==> src/rtl/rv32i_types.sv <==
// rv32i_types: shared types for the branch resolution queue.
//   brq_entry_t   - one in-flight predicted branch captured at fetch.
//   BRQ_RUN/FLUSH - queue control FSM encodings.
//   brq_redirect  - correct-path PC for a resolved entry.
package rv32i_types;

    typedef struct packed {
        logic [31:0] pc;
        logic        global_pred;
        logic        local_pred;
        logic        prediction;
        logic        is_jal;
    } brq_entry_t;

    localparam logic [0:0] BRQ_RUN   = 1'b0;
    localparam logic [0:0] BRQ_FLUSH = 1'b1;

    // Taken branches go to the resolved target, not-taken ones fall through.
    function automatic logic [31:0] brq_redirect(input brq_entry_t  entry,
                                                 input logic        taken,
                                                 input logic [31:0] target);
        return taken ? target : entry.pc + 32'd4;
    endfunction

endpackage

==> src/rtl/brq_fifo.sv <==
// brq_fifo: in-order storage for predicted branches awaiting resolution.
// Ports:
//   clk, rst_n  - clock, asynchronous active-low reset (pointers/count only)
//   push        - write push_data at the tail (ignored when full)
//   push_data   - entry to write
//   pop         - retire the head entry (ignored when empty)
//   clear       - drop every entry; wins over a same-cycle push/pop
//   full, empty - occupancy flags
//   count       - number of valid entries, 0..DEPTH
//   head        - oldest entry (undefined when empty)
module brq_fifo
    import rv32i_types::*;
#(
    parameter int unsigned DEPTH = 4
) (
    input  logic                     clk,
    input  logic                     rst_n,
    input  logic                     push,
    input  brq_entry_t               push_data,
    input  logic                     pop,
    input  logic                     clear,
    output logic                     full,
    output logic                     empty,
    output logic [$clog2(DEPTH):0]   count,
    output brq_entry_t               head
);

    localparam int unsigned PtrW = $clog2(DEPTH);
    localparam logic [PtrW:0] FullCount = DEPTH[PtrW:0];

    brq_entry_t        entries [DEPTH];
    logic [PtrW-1:0]   wr_ptr;
    logic [PtrW-1:0]   rd_ptr;
    logic              do_push;
    logic              do_pop;

    always_comb begin
        full    = (count == FullCount);
        empty   = (count == '0);
        do_push = push && !full;
        do_pop  = pop && !empty;
        head    = entries[rd_ptr];
    end

    // DEPTH is a power of two, so natural pointer overflow is the modulo wrap.
    always_ff @(posedge clk or negedge rst_n) begin
        if (!rst_n) begin
            wr_ptr <= '0;
            rd_ptr <= '0;
            count  <= '0;
        end else if (clear) begin
            wr_ptr <= '0;
            rd_ptr <= '0;
            count  <= '0;
        end else begin
            if (do_push) begin
                wr_ptr <= wr_ptr + 1'b1;
            end
            if (do_pop) begin
                rd_ptr <= rd_ptr + 1'b1;
            end
            case ({do_push, do_pop})
                2'b10:   count <= count + 1'b1;
                2'b01:   count <= count - 1'b1;
                default: count <= count;
            endcase
        end
    end

    // Storage is not reset; a write under clear is harmless since the pointers restart.
    always_ff @(posedge clk) begin
        if (do_push) begin
            entries[wr_ptr] <= push_data;
        end
    end

endmodule

==> src/rtl/branch_resolution_queue.sv <==
// branch_resolution_queue: tracks predicted branches from IF until they resolve
// in MEM, produces the predictor training bundle and the mispredict redirect.
// Optional feature: define BRQ_STATS_EN to add branch/mispredict statistics.
// Ports:
//   clk, rst_n                     - clock, asynchronous active-low reset
//   if_valid / if_ready            - push handshake from IF (ready low stalls IF)
//   if_pc, if_*_pred, if_prediction, if_is_jal - entry captured at fetch
//   mem_resolve, mem_taken, mem_target - resolution of the oldest entry
//   MEM_global_prediction, MEM_local_prediction, branch_result - training data
//   update                         - one-cycle pulse: train predictor (non-jal)
//   mispredict, redirect_pc        - one-cycle redirect pulse and target
//   underflow_err                  - sticky: resolve seen with an empty queue
//   stat_branches, stat_mispredicts - (BRQ_STATS_EN only) wrapping counters
module branch_resolution_queue
    import rv32i_types::*;
#(
    parameter int unsigned DEPTH = 4
) (
    input  logic        clk,
    input  logic        rst_n,
    input  logic        if_valid,
    output logic        if_ready,
    input  logic [31:0] if_pc,
    input  logic        if_global_pred,
    input  logic        if_local_pred,
    input  logic        if_prediction,
    input  logic        if_is_jal,
    input  logic        mem_resolve,
    input  logic        mem_taken,
    input  logic [31:0] mem_target,
    output logic        MEM_global_prediction,
    output logic        MEM_local_prediction,
    output logic        branch_result,
    output logic        update,
    output logic        mispredict,
    output logic [31:0] redirect_pc,
    output logic        underflow_err
`ifdef BRQ_STATS_EN
    ,
    output logic [31:0] stat_branches,
    output logic [31:0] stat_mispredicts
`endif
);

    logic [0:0]             state_q;
    logic [0:0]             state_d;
    brq_entry_t             push_data;
    brq_entry_t             head;
    logic                   fifo_full;
    logic                   fifo_empty;
    logic [$clog2(DEPTH):0] fifo_count;
    logic                   push;
    logic                   pop;
    logic                   resolve_ok;
    logic                   underflow_hit;
    logic                   update_d;
    logic                   mispredict_d;

    always_comb begin
        push_data.pc          = if_pc;
        push_data.global_pred = if_global_pred;
        push_data.local_pred  = if_local_pred;
        push_data.prediction  = if_prediction;
        push_data.is_jal      = if_is_jal;

        // No full-queue bypass; rst_n gating keeps IF stalled throughout reset.
        if_ready      = rst_n && !fifo_full && (state_q == BRQ_RUN);
        push          = if_valid && if_ready;
        // Resolves arriving during the flush bubble belong to squashed work.
        resolve_ok    = mem_resolve && (state_q == BRQ_RUN);
        pop           = resolve_ok && !fifo_empty;
        underflow_hit = resolve_ok && (fifo_count == '0);
        update_d      = pop && !head.is_jal;
        mispredict_d  = update_d && (head.prediction != mem_taken);
    end

    always_comb begin
        state_d = state_q;
        case (state_q)
            BRQ_RUN:   if (mispredict_d) state_d = BRQ_FLUSH;
            BRQ_FLUSH: state_d = BRQ_RUN;
            default:   state_d = BRQ_RUN;
        endcase
    end

    // A mispredict squashes every younger entry, including one pushed this cycle.
    brq_fifo #(
        .DEPTH (DEPTH)
    ) u_fifo (
        .clk       (clk),
        .rst_n     (rst_n),
        .push      (push),
        .push_data (push_data),
        .pop       (pop),
        .clear     (mispredict_d),
        .full      (fifo_full),
        .empty     (fifo_empty),
        .count     (fifo_count),
        .head      (head)
    );

    always_ff @(posedge clk or negedge rst_n) begin
        if (!rst_n) begin
            state_q               <= BRQ_RUN;
            MEM_global_prediction <= 1'b0;
            MEM_local_prediction  <= 1'b0;
            branch_result         <= 1'b0;
            update                <= 1'b0;
            mispredict            <= 1'b0;
            redirect_pc           <= 32'd0;
            underflow_err         <= 1'b0;
        end else begin
            state_q    <= state_d;
            update     <= update_d;
            mispredict <= mispredict_d;
            if (pop) begin
                MEM_global_prediction <= head.global_pred;
                MEM_local_prediction  <= head.local_pred;
                branch_result         <= mem_taken;
                redirect_pc           <= brq_redirect(head, mem_taken, mem_target);
            end
            if (underflow_hit) begin
                underflow_err <= 1'b1;
            end
        end
    end

`ifdef BRQ_STATS_EN
    // Counted on the same edge that raises the corresponding pulse.
    always_ff @(posedge clk or negedge rst_n) begin
        if (!rst_n) begin
            stat_branches    <= 32'd0;
            stat_mispredicts <= 32'd0;
        end else begin
            if (update_d) begin
                stat_branches <= stat_branches + 32'd1;
            end
            if (mispredict_d) begin
                stat_mispredicts <= stat_mispredicts + 32'd1;
            end
        end
    end
`endif

endmodule

==> config.mk <==
export PLATFORM = sky130hd
export DESIGN_NAME = branch_resolution_queue
export DESIGN_NICKNAME = d
export VERILOG_FILES = /design/src/rtl/rv32i_types.sv /design/src/rtl/brq_fifo.sv /design/src/rtl/branch_resolution_queue.sv
export SDC_FILE = /design/constraint.sdc
export NUM_CORES = 1
export LEC_CHECK = 0
export CORE_MARGIN = 3
export CORE_UTILIZATION = 45
export CTS_BUF_LIST = sky130_fd_sc_hd__clkbuf_4
export CTS_CLUSTER_DIAMETER = 120
export DETAILED_ROUTE_END_ITERATION = 8
export GPL_TIMING_DRIVEN = 0
export HOLD_SLACK_MARGIN = 0.1
export PLACE_DENSITY = 0.71
export SLEW_MARGIN = 10
export SYNTH_ARGS = -nofsm -noshare
export SYNTH_HDL_FRONTEND = slang
export SYNTH_SLANG_ARGS = --single-unit
==> constraint.sdc <==
create_clock -name clk -period 2.41 [get_ports clk]
set_input_delay 0.482 -clock clk [delete_from_list [all_inputs] [get_ports clk]]
set_output_delay 0.482 -clock clk [all_outputs]
set_load 0.02 [all_outputs]
==> flow_metrics.env <==
export IMPL_p_leak_nw=3.489
export IMPL_core_um2=16820
export IMPL_synth_net_count=570
export IMPL_dp_slack_ns=-0.8740
export IMPL_relSlewSlack_pct=51.22
export IMPL_synthCells=491
export IMPL_place_inst=822
export IMPL_rows=47
export IMPL_cts_buffers=17
export IMPL_fill_cells=1313
export IMPL_synth_distinct_cells=39
export IMPL_layout_commonest_cell="edfxtp_1"
export IMPL_synth_edf_count=144
export IMPL_crit_fanout=10
export IMPL_rr_worst_depth=9
export IMPL_routedWlPerCell_um=20.53
export IMPL_fp_dieArea_um2=19100
export IMPL_period_share_pct=96.80
export IMPL_period_minus_slack_ns=2.333
export IMPL_rsz0062_at_grt="true"
export IMPL_ys_ff_latch=190
export IMPL_drt_iter0_markers=382
export IMPL_final_cell_mix="edfxtp_1 (144), clkdlybuf4s50_1 (108), dfrtp_1 (45)"
export IMPL_power_density_nw_per_um2=1096
export IMPL_synth_cell_area_um2=7864
export IMPL_drive_above_1_share_pct=19.23
export IMPL_seq_area_frac_synth_pct=69.63
export IMPL_io_buffer_count=110
export IMPL_htreeDepth=4
export IMPL_nNetsFinal=716
export IMPL_clock_latency_ns=0.57
export IMPL_cp_start_kind="flop"
export IMPL_drcViolationCount=0
export IMPL_path_class="flop to flop"
export IMPL_place_gp_congestion=0.8030
export IMPL_final_setup_viol_count=0
export IMPL_drv_cap=0
export IMPL_grt_usage_pct=19.01
export IMPL_grt_pass1_wl_um=27860
export IMPL_synth_compound_area_share_pct=4.375
export IMPL_r2r_start="u_fifo.rd_ptr[0]"
export IMPL_slew_violations=0
export IMPL_endpoint_kind="flop"
export IMPL_synth_top_family_by_area="multiplexers"
export IMPL_final_antenna_net_count=0
export IMPL_r2r_slack_ns=0.08
export IMPL_hpwl_um=11970
export IMPL_placed_cell_area_um2=9261
export IMPL_utilization_pct=59.01
export IMPL_cts_tree="built"
export IMPL_yosys_warnings=0
export IMPL_synth_xor_area_share_pct=3.675
export IMPL_antenna_found_initial=1
export IMPL_cts_sinks=190
export IMPL_clock_skew_ns=0.02149
export IMPL_routed_via_density=5.511
export IMPL_synth_simple_area_share_pct=8.417
export IMPL_finalInstanceArea_um2=9925
export IMPL_syn2layout_area_growth_pct=26.21
export IMPL_root_buffer="clkbuf_4"
export IMPL_vdd_ir_drop_max_uv=463.5
export IMPL_tns_ns=0
export IMPL_grt_pass1_vias=4929
export IMPL_status="completed"
export IMPL_synth_avg_cell_area_um2=16.02
export IMPL_die_w_um=138.2
export IMPL_grt_max_degree=37
export IMPL_hold_class="input port to async pin"
export IMPL_worst_endpoint_required_ns=2.84
export IMPL_worst_slack_ns=0.07722
export IMPL_r2r_end="redirect_pc[15]"
export IMPL_start_util_pct=46.76
export IMPL_fin_cells=870
export IMPL_num_antenna_cells=0
export IMPL_synthArstFlopShare_pct=24.21
export IMPL_cp_arrival_ns=2.76
export IMPL_grt_ovfl_total=0
export IMPL_ios=112
export IMPL_vias=4795
export IMPL_muxShareOfSynthArea_pct=11.07
export IMPL_wirelength_um=17860
export IMPL_fmax_ghz=0.4287
export IMPL_die_y_um=138.2
export IMPL_clockBufferDepth=2
export IMPL_tightest_slew_ns=0.7318
export IMPL_dr_pass1_iters=5
export IMPL_synth_adder_area_share_pct=1.050
export IMPL_hold_viol=0
export IMPL_clk_pin_slew_ns=0.16
export IMPL_ys_flop_type="edfxtp_1"
cells by family (layout without fill, tap and decap cells):
| kind of cell | count (synthesis) | in the layout |
|---|---|---|
| fa+ha+maj | 6 | 6 |
| xor+xnor | 33 | 33 |
| buf+inv | 30 | 189 |
| mux | 42 | 42 |
| flops | 190 | 190 |
| compound gates | 65 | 65 |
| simple gates | 125 | 125 |
layer usage:
layer  wire length, µm  track usage, %  vias to the layer above
met1              7315           25.00                     2398
met2              9051           31.60                      183
li1                  -               -                     2174
met4               377           6.760                        2
met3              1100           4.075                       38
met5                13               0                        -
registers in the layout, summed over array words and instances, names as in the netlist:
register               count
u_fifo.count               3
redirect_pc               32
update                     1
underflow_err              1
state_q                    1
u_fifo.wr_ptr              2
branch_result              1
MEM_global_prediction      1
u_fifo.entries           144
mispredict                 1
u_fifo.rd_ptr              2
MEM_local_prediction       1
what timing repair did:
action | in CTS | in global routing
resized for setup | 21 | 28
setup buffers | 4 | 12
endpoints found under the setup margin | 168 | 166
hold buffers | 3 | 0
pin swaps | 3 | 10
endpoints found under the hold margin | 46 | 0
stage by stage:
step / power, W / hold slack [ns]
after detailed placement: 0.008727 / 0.4092
after CTS: 0.01070 / 0.4340
after global placement: 0.008622 / 0.4414
after global routing: 0.01147 / 0.4762
after floorplan: 0.007164 / 0.1864
final: 0.01088 / 0.4762
how the worst max path moves through the flow:
| stage | startpoint | to | slack (ns) | depth (start not counted) |
|---|---|---|---|---|
| floorplan | u_fifo.count[0] | u_fifo.count[2] | 0.02 | 9 |
| global placement | rst_n | u_fifo.entries[0][17] | -2.30 | 6 |
| detailed placement | mem_resolve | u_fifo.count[2] | -0.87 | 10 |
| CTS | u_fifo.count[0] | u_fifo.entries[0][14] | -0.16 | 5 |
| global route | u_fifo.rd_ptr[0] | redirect_pc[30] | -0.04 | 8 |
| finish | u_fifo.rd_ptr[0] | redirect_pc[15] | 0.08 | 9 |
cells in the mapped netlist (2+ instances only):
| master | instances | area (µm²) |
|---|---|---|
| o21ai_1 | 7 | 35.03 |
| xor2_1 | 18 | 157.7 |
| buf_2 | 4 | 20.02 |
| buf_4 | 4 | 30.03 |
| nor3_2 | 3 | 30.03 |
| nand3_1 | 11 | 55.05 |
| nor2b_1 | 2 | 12.51 |
| nor3b_1 | 2 | 15.01 |
| xnor2_1 | 15 | 131.4 |
| o21ai_0 | 23 | 115.1 |
| edfxtp_1 | 144 | 4324 |
| ha_1 | 5 | 62.56 |
| clkbuf_1 | 15 | 56.30 |
| nand4_1 | 10 | 62.56 |
| mux4_2 | 36 | 810.8 |
| a21oi_1 | 24 | 120.1 |
| mux2i_1 | 6 | 60.06 |
| o22ai_1 | 8 | 50.05 |
| nor2_1 | 31 | 116.4 |
| nand2b_1 | 2 | 12.51 |
| dfrtp_1 | 46 | 1151 |
| inv_1 | 5 | 18.77 |
| nand2_1 | 29 | 108.9 |
| nor3_1 | 8 | 40.04 |
| and3_1 | 15 | 93.84 |
| and2_1 | 5 | 31.28 |
layout make-up:
cell class	instances	area, µm²	share of cell area (%)
sequential	190	5477	55.18
multi-input combinational	271	2376	23.94
timing repair buffer	130	1281	12.91
tap	220	275.3	2.774
clock inverter	15	196.4	1.979
buffer	21	168.9	1.702
clock buffer	17	127.6	1.286
inverter	6	22.52	0.2269
critical path, cell delays in order, from the launching register on:
cell     delay [ns]
dfrtp_2        0.48
buf_12         0.17
mux4_2         0.40
nand4_4        0.20
buf_4          0.20
nor3_4         0.20
buf_4          0.15
nand3_1        0.08
xor2_1         0.22
o21ai_1        0.09
power breakdown:
group	total (W)	switching, W	internal (W)	leakage (nW)
combinational	0.00454	0.00244	0.00209	1.46
clock	0.00187	0.00105	0.000819	0.165
sequential	0.00447	0.000317	0.00415	1.86
Power figures use the tool's default switching activity.
